$ cat src/rtl/i2c_master_ctrl.sv
// i2c_master_ctrl: fixed-format I2C master (7-bit device, 16-bit register, 32-bit data).
// Define I2C_CLK_STRETCH_EN to honour slave clock stretching on scl_in.
//
// state   | meaning
// IDLE    | wait for start, capture command, clear ack_err
// START   | SDA/SCL high 1 quarter, SDA low 2 quarters, then SCL low
// TX_BYTE | shift out 8 bits MSB first
// RX_ACK  | release SDA for one bit, sampled 1 = NACK
// RESTART | SDA released, SCL released, SDA low while SCL high (4 quarters)
// RX_BYTE | shift in 8 bits MSB first
// TX_ACK  | master ACK after read bytes 0-2, NACK after byte 3
// STOP    | SDA low/SCL low, SCL released, SDA released (3 quarters)
// DONE    | one-cycle done pulse, then IDLE
module i2c_master_ctrl #(
  parameter int         CLK_DIV   = 17,
  parameter logic [6:0] SLAVE_ADD = 7'h50
) (
  input  logic        clk,
  input  logic        rst,
  input  logic        start,
  input  logic        rw,
  input  logic [15:0] reg_addr,
  input  logic [31:0] wdata,
  output logic [31:0] rdata,
  output logic        busy,
  output logic        done,
  output logic        ack_err,
  output logic        scl_oe,
  output logic        sda_oe,
  input  logic        sda_in,
  input  logic        scl_in
);

  localparam int DIV_W = (CLK_DIV < 3) ? 1 : $clog2(CLK_DIV);
  localparam logic [DIV_W-1:0] DIV_LOAD = DIV_W'(CLK_DIV - 1);

  typedef enum logic [3:0] {
    IDLE, START, TX_BYTE, RX_ACK, RESTART, RX_BYTE, TX_ACK, STOP, DONE
  } state_t;

  state_t           state;
  logic [DIV_W-1:0] div;
  logic [1:0]       qtr;
  logic [2:0]       bit_idx;
  logic [2:0]       byte_idx;
  logic [1:0]       rx_idx;
  logic             rw_q;
  logic [15:0]      reg_q;
  logic [31:0]      wdata_q;
  logic [31:0]      rx_sh;
  logic             ack_bit;
  logic             hold;
  logic             tick;
  logic [7:0]       cur_byte;
  logic [7:0]       nxt_byte;

  function automatic logic [7:0] frame_byte(input logic [2:0] idx);
    case (idx)
      3'd0:    frame_byte = {SLAVE_ADD, 1'b0};
      3'd1:    frame_byte = reg_q[15:8];
      3'd2:    frame_byte = reg_q[7:0];
      3'd3:    frame_byte = rw_q ? {SLAVE_ADD, 1'b1} : wdata_q[31:24];
      3'd4:    frame_byte = wdata_q[23:16];
      3'd5:    frame_byte = wdata_q[15:8];
      3'd6:    frame_byte = wdata_q[7:0];
      default: frame_byte = 8'h00;
    endcase
  endfunction

  always_comb begin
    cur_byte = frame_byte(byte_idx);
    nxt_byte = frame_byte(byte_idx + 3'd1);
  end

`ifdef I2C_CLK_STRETCH_EN
  // Freeze the divider in Q2 of a data bit while a slave holds SCL low.
  logic bit_state;
  assign bit_state = (state == TX_BYTE) || (state == RX_ACK) ||
                     (state == RX_BYTE) || (state == TX_ACK);
  assign hold = bit_state && (qtr == 2'd2) && !scl_in;
`else
  logic unused_scl_in;
  assign unused_scl_in = scl_in;
  assign hold = 1'b0;
`endif

  assign tick = (state != IDLE) && (state != DONE) && (div == '0) && !hold;

  always_ff @(posedge clk) begin
    if (rst) begin
      state    <= IDLE;
      div      <= '0;
      qtr      <= 2'd0;
      bit_idx  <= 3'd0;
      byte_idx <= 3'd0;
      rx_idx   <= 2'd0;
      rw_q     <= 1'b0;
      reg_q    <= 16'h0;
      wdata_q  <= 32'h0;
      rx_sh    <= 32'h0;
      ack_bit  <= 1'b0;
      scl_oe   <= 1'b0;
      sda_oe   <= 1'b0;
      busy     <= 1'b0;
      done     <= 1'b0;
      ack_err  <= 1'b0;
      rdata    <= 32'h0;
    end else begin
      done <= 1'b0;
      if (state == IDLE || state == DONE) div <= '0;
      else if (hold || div == '0)         div <= DIV_LOAD;
      else                                div <= div - DIV_W'(1);

      case (state)
        IDLE: begin
          if (start) begin
            rw_q     <= rw;
            reg_q    <= reg_addr;
            wdata_q  <= wdata;
            ack_err  <= 1'b0;
            busy     <= 1'b1;
            qtr      <= 2'd0;
            byte_idx <= 3'd0;
            rx_idx   <= 2'd0;
            rx_sh    <= 32'h0;
            div      <= DIV_LOAD;
            state    <= START;
          end
        end

        START: begin
          if (tick) begin
            qtr <= qtr + 2'd1;
            if (qtr == 2'd0) sda_oe <= 1'b1;
            else if (qtr == 2'd2) begin
              state   <= TX_BYTE;
              qtr     <= 2'd0;
              bit_idx <= 3'd7;
              scl_oe  <= 1'b1;
              sda_oe  <= ~cur_byte[7];
            end
          end
        end

        TX_BYTE, RX_ACK, RX_BYTE, TX_ACK: begin
          if (tick) begin
            qtr <= qtr + 2'd1;
            case (qtr)
              2'd1: scl_oe <= 1'b0;
              2'd2: begin
                ack_bit <= sda_in;
                if (state == RX_BYTE) rx_sh <= {rx_sh[30:0], sda_in};
              end
              2'd3: begin
                // End of bit: SCL goes low and SDA takes the next bit's level.
                scl_oe <= 1'b1;
                case (state)
                  TX_BYTE: begin
                    if (bit_idx == 3'd0) begin
                      state  <= RX_ACK;
                      sda_oe <= 1'b0;
                    end else begin
                      bit_idx <= bit_idx - 3'd1;
                      sda_oe  <= ~cur_byte[bit_idx - 3'd1];
                    end
                  end
                  RX_ACK: begin
                    if (ack_bit) begin
                      ack_err <= 1'b1;
                      state   <= STOP;
                      sda_oe  <= 1'b1;
                    end else if (rw_q && byte_idx == 3'd2) begin
                      state    <= RESTART;
                      byte_idx <= 3'd3;
                      sda_oe   <= 1'b0;
                    end else if (rw_q && byte_idx == 3'd3) begin
                      state   <= RX_BYTE;
                      bit_idx <= 3'd7;
                      sda_oe  <= 1'b0;
                    end else if (byte_idx == 3'd6) begin
                      state  <= STOP;
                      sda_oe <= 1'b1;
                    end else begin
                      state    <= TX_BYTE;
                      byte_idx <= byte_idx + 3'd1;
                      bit_idx  <= 3'd7;
                      sda_oe   <= ~nxt_byte[7];
                    end
                  end
                  RX_BYTE: begin
                    if (bit_idx == 3'd0) begin
                      state  <= TX_ACK;
                      sda_oe <= (rx_idx != 2'd3);
                    end else begin
                      bit_idx <= bit_idx - 3'd1;
                      sda_oe  <= 1'b0;
                    end
                  end
                  default: begin
                    if (rx_idx == 2'd3) begin
                      state  <= STOP;
                      sda_oe <= 1'b1;
                    end else begin
                      state   <= RX_BYTE;
                      rx_idx  <= rx_idx + 2'd1;
                      bit_idx <= 3'd7;
                      sda_oe  <= 1'b0;
                    end
                  end
                endcase
              end
              default: ;
            endcase
          end
        end

        RESTART: begin
          if (tick) begin
            qtr <= qtr + 2'd1;
            case (qtr)
              2'd0: scl_oe <= 1'b0;
              2'd1: sda_oe <= 1'b1;
              2'd3: begin
                state   <= TX_BYTE;
                bit_idx <= 3'd7;
                scl_oe  <= 1'b1;
                sda_oe  <= ~cur_byte[7];
              end
              default: ;
            endcase
          end
        end

        STOP: begin
          if (tick) begin
            qtr <= qtr + 2'd1;
            case (qtr)
              2'd0: scl_oe <= 1'b0;
              2'd1: sda_oe <= 1'b0;
              2'd2: begin
                state <= DONE;
                qtr   <= 2'd0;
                done  <= 1'b1;
                if (rw_q && !ack_err) rdata <= rx_sh;
              end
              default: ;
            endcase
          end
        end

        DONE: begin
          busy  <= 1'b0;
          state <= IDLE;
        end

        default: state <= IDLE;
      endcase
    end
  end

endmodule

$ cat config.mk
export PLATFORM = sky130hd
export DESIGN_NAME = i2c_master_ctrl
export DESIGN_NICKNAME = d
export VERILOG_FILES = /design/src/rtl/i2c_master_ctrl.sv
export SDC_FILE = /design/constraint.sdc
export NUM_CORES = 1
export LEC_CHECK = 0
export BUFFER_PORTS_ARGS = -buffer_cell sky130_fd_sc_hd__buf_4
export CELL_PAD_IN_SITES_DETAIL_PLACEMENT = 0
export CELL_PAD_IN_SITES_GLOBAL_PLACEMENT = 1
export CORE_ASPECT_RATIO = 1.5
export CORE_UTILIZATION = 42
export DETAILED_ROUTE_END_ITERATION = 7
export PLACE_DENSITY = 0.86
export SETUP_SLACK_MARGIN = 0.1
export SLEW_MARGIN = 20
export SYNTH_ARGS = -nofsm -noshare
export SYNTH_HDL_FRONTEND = slang
export SYNTH_SLANG_ARGS = --single-unit
$ cat constraint.sdc
create_clock -name clk -period 2.92 [get_ports clk]
set_input_delay 0.876 -clock clk [delete_from_list [all_inputs] [get_ports clk]]
set_output_delay 0.876 -clock clk [all_outputs]
set_load 0.1 [all_outputs]
Yosys cells after proc, flatten, opt, wreduce, memory -nomap -nowiden
Index checks and enable logic that the tools add are counted.

word-level totals
  register bits after elaboration = 138
  input bits = 54
  word-level logic and storage cells = 230
  output and inout bits = 37

cells by class
  muxes and demuxes = 106
  bitwise logic cells = 5
  magnitude comparators = 1
  reduce and logical (&&, ||, !) cells = 37
  add/subtract/negate cells = 5
  equality and inequality tests = 59

operator list
  cell                  number
  $mux W32              4
  $pmux W8 S7           2
  $mux W3               25
  $pmux W32 S2          1
  $mux W4               12
  $ne A2 B2 Y1 const B  19
  $ne A3 B3 Y1 const B  11
  $mux W1               30
  $mux W2               11
  $mux W5               4
  $pmux W4 S5           1
  $eq A3 B3 Y1 const B  6
  $eq A4 B3 Y1 const B  4
  $reduce_and A13 Y1    1
  $eq A3 B2 Y1 const B  4
  $ne A4 B4 Y1 const B  3
  $pmux W3 S2           2
  $pmux W4 S3           1
  $reduce_and A12 Y1    1
  $reduce_and A6 Y1     2
  $reduce_bool A4 Y1    3
  $pmux W1 S2           5
  $reduce_and A10 Y1    1
  $reduce_and A5 Y1     2
  other kinds (38)      58

Longest topological paths before layout
Gate-level depths: netlist of the first run.

  word-level depth = 12
  gate-level depth with buffers = 10
  gate-level depth less buffers = 8

Worst setup path before layout of the first run
No wires, ideal clock.

  path type = register -> register
  start = register byte_idx[0]
  end = register sda_oe
  data required time = 2.798 ns
  setup time = 0.122 ns
  setup slack = 0.725 ns
  clock period less this slack = 2.195 ns
  cell stages (with the launch flop) = 9
  path buffers = 2
  data arrival time = 2.074 ns
  cell sequence = dfxtp_1 > ha_1 > clkbuf_1 > clkbuf_1 > a22oi_1 > o311ai_0 > o221a_2 > nand4_1 > o32a_1

between the ends
  cells in the longest elaborated chain, start to end = 12
  elaborated cells between the ends (all ways) = 38
  classes of those cells = add/sub (1); eq/ne (12); mux (18); bitwise (3); reduce/logical (4)

RTL lines
  item                                        line  source
  from (decl)                                 45    logic [2:0] byte_idx;
  from (signal assigned)                      185   byte_idx <= byte_idx + 3'd1;
  $add A3 B1 Y3                               72    nxt_byte = frame_byte(byte_idx + 3'd1);
  $eq A3 B3 Y1, or another cell as far along  58    case (idx)
  $pmux W8 S7                                 58
  $not A1 Y1                                  187   sda_oe <= ~nxt_byte[7];
  $mux W1                                     180   end else if (byte_idx == 3'd6) begin
  $mux W1                                     176   end else if (rw_q && byte_idx == 3'd3) begin
  $mux W1                                     172   end else if (rw_q && byte_idx == 3'd2) begin
  $mux W1                                     168   if (ack_bit) begin
  $pmux W1 S3                                 157   case (state)
  $mux W1                                     148   case (qtr)
  $mux W1                                     146   if (tick) begin
  $pmux W1 S4 (*)                             114   case (state)
  to (signal assigned)                        140   sda_oe <= ~cur_byte[7];
  to (signal assigned)                        164   sda_oe <= ~cur_byte[bit_idx - 3'd1];
  to (signal assigned)                        187
  to (decl)                                   29    output logic sda_oe,

Every way passes the cells marked *; elsewhere a longest branch is shown, timed or not. The select of a mux whose other input is x is not followed.
A chain may end at the register's enable or synchronous reset.

Worst setup path after layout of the first run
  start = register byte_idx[1]
  end = register sda_oe

The elaborated chain is that of the path after synthesis.

==> results.json, run 1 <==
{
  "run_status": "complete, no violations",
  "cts_resized": 0,
  "fin_area_um2": 7880,
  "hold_class": "flop to flop",
  "cts_buffer_depth": 2,
  "rows": 54,
  "path_class": "flop to flop",
  "crit_cells": 9,
  "yosys.area.top_type": "dfxtp_1",
  "seq_area_frac_synth": 0.435,
  "gp_congestion": 0.881,
  "final_cell_mix": "nand2_1, dfxtp_1, a21oi_1",
  "slowest_delay_ns": 0.46,
  "antenna_found_initial": 0,
  "start_util": 0.433,
  "final_common_cell": "nand2_1",
  "syn_nets": 873,
  "cp-endpoint": "sda_oe$_SDFFE_PP0P_",
  "via_per_inst": 5.25,
  "hold_ws_ns": 0.441,
  "synth_edf_count": 0,
  "dr_wl_met2_mm": 8.30,
  "maxCapViolCount": 0,
  "dp_hpwl_mm": 11.2,
  "tightest_slew_ns": 0.733,
  "cp.arrival_ns": 2.89,
  "drive_gt1_frac": 0.185,
  "relSlewSlack": 0.510,
  "finalSetupTns_ns": 0,
  "setup_viol": 0,
  "setup_ws_ns": 0.396,
  "grt_pass1_vias": 5417,
  "r2r_end": "sda_oe$_SDFFE_PP0P_",
  "netlist.area_leader.share": 0.435,
  "dr_wl_met3_um": 464,
  "die_y_um": 153,
  "clk_latency_ns": 0.42,
  "cts_setup_buffers": 0,
  "antennaDiodeCount": 0,
  "ys.flop_type": "dfxtp_1",
  "clock.fmax_mhz": 396,
  "finalClockSkew_ns": 0.00730,
  "grt_max_degree": 99,
  "synth.area.top_cells": "dfxtp_1, nand2_1, a21oi_1",
  "netlist_area_um2": 6350,
  "ir_drop_mv": 0.356,
  "cts_tree": "yes",
  "utilization": 0.537,
  "power.leakage_nw": 3.21,
  "r2r_start": "byte_idx[1]$_SDFFE_PP0P_",
  "pre_cts_ws_ns": 0.333,
  "numCtsBuffers": 17,
  "grtUsageTotal": 0.215,
  "finalNonFillerCells": 1088,
  "overflow": 0,
  "powerDensity_nw_per_um2": 762,
  "wirelength_mm": 16.0,
  "crit_path_start_kind": "flop",
  "cts_root_buf": "clkbuf_16",
  "critical_path_required_ns": 3.29,
  "vias": 5707,
  "r2r_cells": 9,
  "yosysUniqueCellTypes": 65,
  "crit_fanout": 17,
  "post-route-period-util": 0.864,
  "avgRoutedWirePerCell_um": 14.7,
  "hold_viol_final": 0,
  "ys_warn_count": 0,
  "cts_num_sinks": 138,
  "top_layer": "met4",
  "critPathLaunch": "byte_idx[1]$_SDFFE_PP0P_",
  "drt_first_iter_violations": 200,
  "remaining_drc_errors": 0,
  "fin_nets": 950,
  "ys_async_sr_fraction": 0,
  "slew_viol_final": 0,
  "core_area_um2": 14700,
  "crit_chain": "inv_1 -> ha_1 -> a221oi_1 -> a21oi_1 -> a221oi_1 -> buf_4 -> o21bai_1 -> a311oi_1 -> o32a_1",
  "portBuffers": 89,
  "postSynthAreaPerCell_um2": 7.92,
  "dp_cells": 1056,
  "area_growth_pct": 24.0,
  "grt_pass1_wl_mm": 26.2,
  "cp_slowest_cell": "a221oi_1",
  "critical_path.top_delay_family": "compound AO/OA/AOI/OAI gates",
  "rsz0062_at_grt": "false",
  "reg2reg_setup_slack_ns": 0.40,
  "ctsHoldBuffers": 0,
  "path_clk_slew_ns": 0.06,
  "syn_inst": 802,
  "ys_ff_latch": 138,
  "cp.buffers_inverters": 2,
  "ant_nets": 0,
  "die_area_um2": 15600,
  "endpoint_kind": "flop",
  "io_pins": 91,
  "drt-met1-wl_mm": 6.52,
  "power_mw": 6.00,
  "cts-htree-levels": 4,
  "die_x_um": 102,
  "nFillCells": 1456,
  "finalCriticalPeriod_ns": 2.52,
  "crit_path_frequent_cell": "a221oi_1",
  "place_area_um2": 7280,
  "dr.pass1.iters": 4
}
[synth_stat cells (2+ instances only)]
cell,number
a211o_1,2
a311oi_1,3
o221a_2,2
o311ai_1,2
nor2b_1,6
buf_2,13
or4b_1,2
a221o_1,3
nor3b_1,2
a32oi_1,2
nor2_1,55
o21ai_0,16
o21a_1,14
a21oi_1,116
and3_1,16
inv_1,16
clkbuf_1,44
a31oi_1,3
nand2_1,208
nor4_1,5
or3_1,5
nor3_1,4
a222oi_1,2
ha_1,17
mux2i_1,22
a22oi_1,8
nand4_1,3
dfxtp_1,138
xnor2_1,2
nand2b_1,7
nand3_1,7
o311ai_0,2
o21ai_1,2
o211ai_1,4
o221ai_1,2
and3b_1,2
a211oi_1,3
o21bai_1,2
or2_2,3
a221oi_1,7
nand4b_1,3
mux2_2,4
[registers in the layout, summed over array words and instances (netlist names)]
register  flops
qtr           2
reg_q        16
rx_sh        32
rw_q          1
done          1
div           5
scl_oe        1
busy          1
rx_idx        2
rdata        32
state         4
bit_idx       3
wdata_q      32
ack_err       1
sda_oe        1
byte_idx      3
ack_bit       1
[per-layer routing]
metal | GRT usage | vias to the layer above
li1 | - | 2928
met1 | 0.237 | 2610
met2 | 0.376 | 129
met3 | 0.0427 | 40
met4 | 0.117 | 0
met5 | 0 | -
[report_power, final]
group / switching [mW] / internal [mW] / total, mW
Clock: 0.941 / 1.23 / 2.17
Sequential: 0.156 / 2.06 / 2.21
Combinational: 1.02 / 0.606 / 1.62
[cell families (layout without fill, tap and decap cells)]
family	after synthesis	after routing	share of synthesized area
adder cells (fa/ha/maj)	17	17	0.0335
buffers and inverters	75	165	0.0469
AO/OA/AOI/OAI	208	208	0.206
multiplexers	26	26	0.0418
flip-flops	138	138	0.435
AND/OR/NAND/NOR	336	336	0.234
XOR/XNOR	2	2	0.00276
[worst min-delay path by stage]
stage,start,endpoint,slack (ns),cells past startpoint
final,div[0]$_SDFF_PP0_,div[0]$_SDFF_PP0_,0.44,1
after floorplan,div[0]$_SDFF_PP0_,div[0]$_SDFF_PP0_,0.41,1
after global placement,div[0]$_SDFF_PP0_,div[0]$_SDFF_PP0_,0.43,1
after CTS,div[0]$_SDFF_PP0_,div[0]$_SDFF_PP0_,0.45,1
after global routing,rdata[30]$_SDFFE_PP0P_,rdata[30]$_SDFFE_PP0P_,0.47,2
after detailed placement,div[0]$_SDFF_PP0_,div[0]$_SDFF_PP0_,0.43,1
[layout make-up]
cell class	count	area (um2)	area share
Multi-Input combinational cell	589	3310	0.420
Sequential cell	138	2760	0.351
Timing Repair Buffer	116	896	0.114
Clock buffer	17	425	0.0540
Tap cell	196	245	0.0311
Clock inverter	15	174	0.0221
Inverter	17	63.8	0.00810
(Power assumes the default switching activity.)
==> run 2, diff against run 1 <==
- CORE_MARGIN: default -> 3
==> run 2 against run 1 <==
Die area increased by 6.6%. Largest power group unchanged. Utilization decreased by 0.31 points. Combinational power fell by 2%. Via count grew 1.4%. Critical endpoint unchanged. Global-route usage fell by 1.6 points.
==> results.json, run 2 (synthesis gave the netlist of run 1 again) <==
{
  "run_status": "complete, no violations",
  "ant_nets": 0,
  "cts_root_buf": "clkbuf_16",
  "grt_pass1_vias": 5524,
  "combPwrFrac": 0.265,
  "clkPwrFrac": 0.361,
  "place_area_um2": 7240,
  "via_per_inst": 5.33,
  "area_growth_pct": 23.3,
  "dp_hpwl_mm": 11.4,
  "cp.buffers_inverters": 2,
  "drive_gt1_frac": 0.184,
  "critical_path_required_ns": 3.28,
  "powerDensity_nw_per_um2": 764,
  "power.internal_mw": 3.87,
  "avgRoutedWirePerCell_um": 14.9,
  "setup_viol": 0,
  "crit_fanout": 17,
  "numCtsBuffers": 17,
  "rsz0062_at_grt": "false",
  "grtUsageTotal": 0.198,
  "crit_path_frequent_cell": "a221oi_1",
  "cts_buffer_depth": 2,
  "min_path_cells": 1,
  "die_x_um": 106,
  "fin_nets": 948,
  "sw_frac_of_total": 0.353,
  "r2r_cells": 9,
  "gp_congestion": 0.867,
  "portBuffers": 89,
  "crit_chain": "inv_1 -> ha_1 -> a221oi_1 -> a21oi_1 -> a221oi_1 -> buf_4 -> o21bai_1 -> a311oi_1 -> o32a_1",
  "grt_max_degree": 99,
  "clock.fmax_mhz": 396,
  "cts_setup_buffers": 0,
  "remaining_drc_errors": 0,
  "nFillCells": 1422,
  "finalCriticalPeriod_ns": 2.52,
  "cp_slowest_cell": "dfxtp_1",
  "rows": 54,
  "dp_cells": 1054,
  "met3_usage": 0.0305,
  "die_y_um": 157,
  "vias": 5786,
  "cts_tree": "yes",
  "ir_drop_mv": 0.341,
  "post-route-period-util": 0.864,
  "io_pins": 91,
  "power.leakage_nw": 3.18,
  "relSlewSlack": 0.322,
  "maxCapViolCount": 0,
  "start_util": 0.433,
  "finalClockSkew_ns": 0.00758,
  "slowest_delay_ns": 0.44,
  "slew_viol_final": 0,
  "antennaDiodeCount": 0,
  "die_area_um2": 16700,
  "critical_path.top_delay_family": "compound AO/OA/AOI/OAI gates",
  "ctsHoldBuffers": 0,
  "cp.arrival_ns": 2.89,
  "dr.pass1.iters": 5,
  "grt_pass1_wl_mm": 26.6,
  "path_clk_slew_ns": 0.07,
  "hold_ws_ns": 0.437,
  "hold_class": "flop to flop",
  "fin_area_um2": 7830,
  "overflow": 0,
  "finalSetupTns_ns": 0,
  "crit_path_start_kind": "flop",
  "antenna_found_initial": 0,
  "finalNonFillerCells": 1086,
  "hold_viol_final": 0,
  "seqPwrFrac": 0.374,
  "cts_num_sinks": 138,
  "drt_first_iter_violations": 245,
  "path_class": "flop to flop",
  "cts-htree-levels": 4,
  "met1_usage": 0.218,
  "final_common_cell": "nand2_1",
  "top_regs": "rdata: 32 flops, rx_sh: 32 flops, wdata_q: 32 flops",
  "core_area_um2": 14700,
  "use_met2": 0.359,
  "cts_resized": 0,
  "busiest_layer": "met2",
  "clk_latency_ns": 0.42,
  "crit_cells": 9,
  "tightest_slew_ns": 1.02,
  "power_mw": 5.98,
  "endpoint_kind": "flop",
  "wirelength_mm": 16.2,
  "final_cell_mix": "nand2_1, dfxtp_1, a21oi_1",
  "p_sw_mw": 2.11
}
==> run 2: changes by cell type in the layout (fill, tap and decap cells not counted) <==
cell / change
clkinv_4: -2
and3_2: +1
buf_12: -2
inv_6: +1
clkinv_8: -1
inv_8: +1
clkinvlp_4: +1
and3_1: -1
==> run 2: metrics by stage <==
stage,util,setup slack [ns]
detailed placement,0.494,0.423
CTS,0.534,0.384
global route,0.534,0.229
floorplan,-,0.725
finish,0.534,0.396
global placement,0.494,0.437
==> run 2: power groups by stage <==
stage               logic [mW]  clock network [mW]  registers (mW)
floorplan                 1.10                   0            2.27
global placement          1.58                   0            2.27
detailed placement        1.59                   0            2.28
CTS                       1.59                2.21            2.24
global route              1.76                2.28            2.26
finish                    1.58                2.16            2.24
==> run 2: cell type report <==
type | instances | area [um2] | area share
multi-input cells | 589 | 3310 | 0.423
flip-flops and latches | 138 | 2760 | 0.353
repair buffers | 114 | 856 | 0.109
clock buffers | 17 | 425 | 0.0543
well taps | 196 | 245 | 0.0313
clock inverters | 15 | 168 | 0.0214
inverters | 17 | 63.8 | 0.00815
==> run 2: final timing paths <==
check | start | endpoint | slack, ns
max | byte_idx[1]$_SDFFE_PP0P_ | sda_oe$_SDFFE_PP0P_ | 0.40
max reg2reg | byte_idx[1]$_SDFFE_PP0P_ | sda_oe$_SDFFE_PP0P_ | 0.40
min | div[0]$_SDFF_PP0_ | div[0]$_SDFF_PP0_ | 0.44
min reg2reg | div[0]$_SDFF_PP0_ | div[0]$_SDFF_PP0_ | 0.44
==> run 2: worst reg2reg max path, stage by stage (launching register included) <==
cell and delay (ns):
dfxtp_1 0.44, inv_1 0.10, ha_1 0.42, a221oi_1 0.43, a21oi_1 0.07, a221oi_1 0.26
buf_4 0.19, o21bai_1 0.07, a311oi_1 0.29, o32a_1 0.19
==> run 2: per-layer routing <==
metal	part of all wire	vias up	wire, um
met5	0	-	0
met1	0.40	2643	6410
met4	0.038	0	624
met2	0.52	176	8440
li1	-	2927	-
met3	0.045	40	735
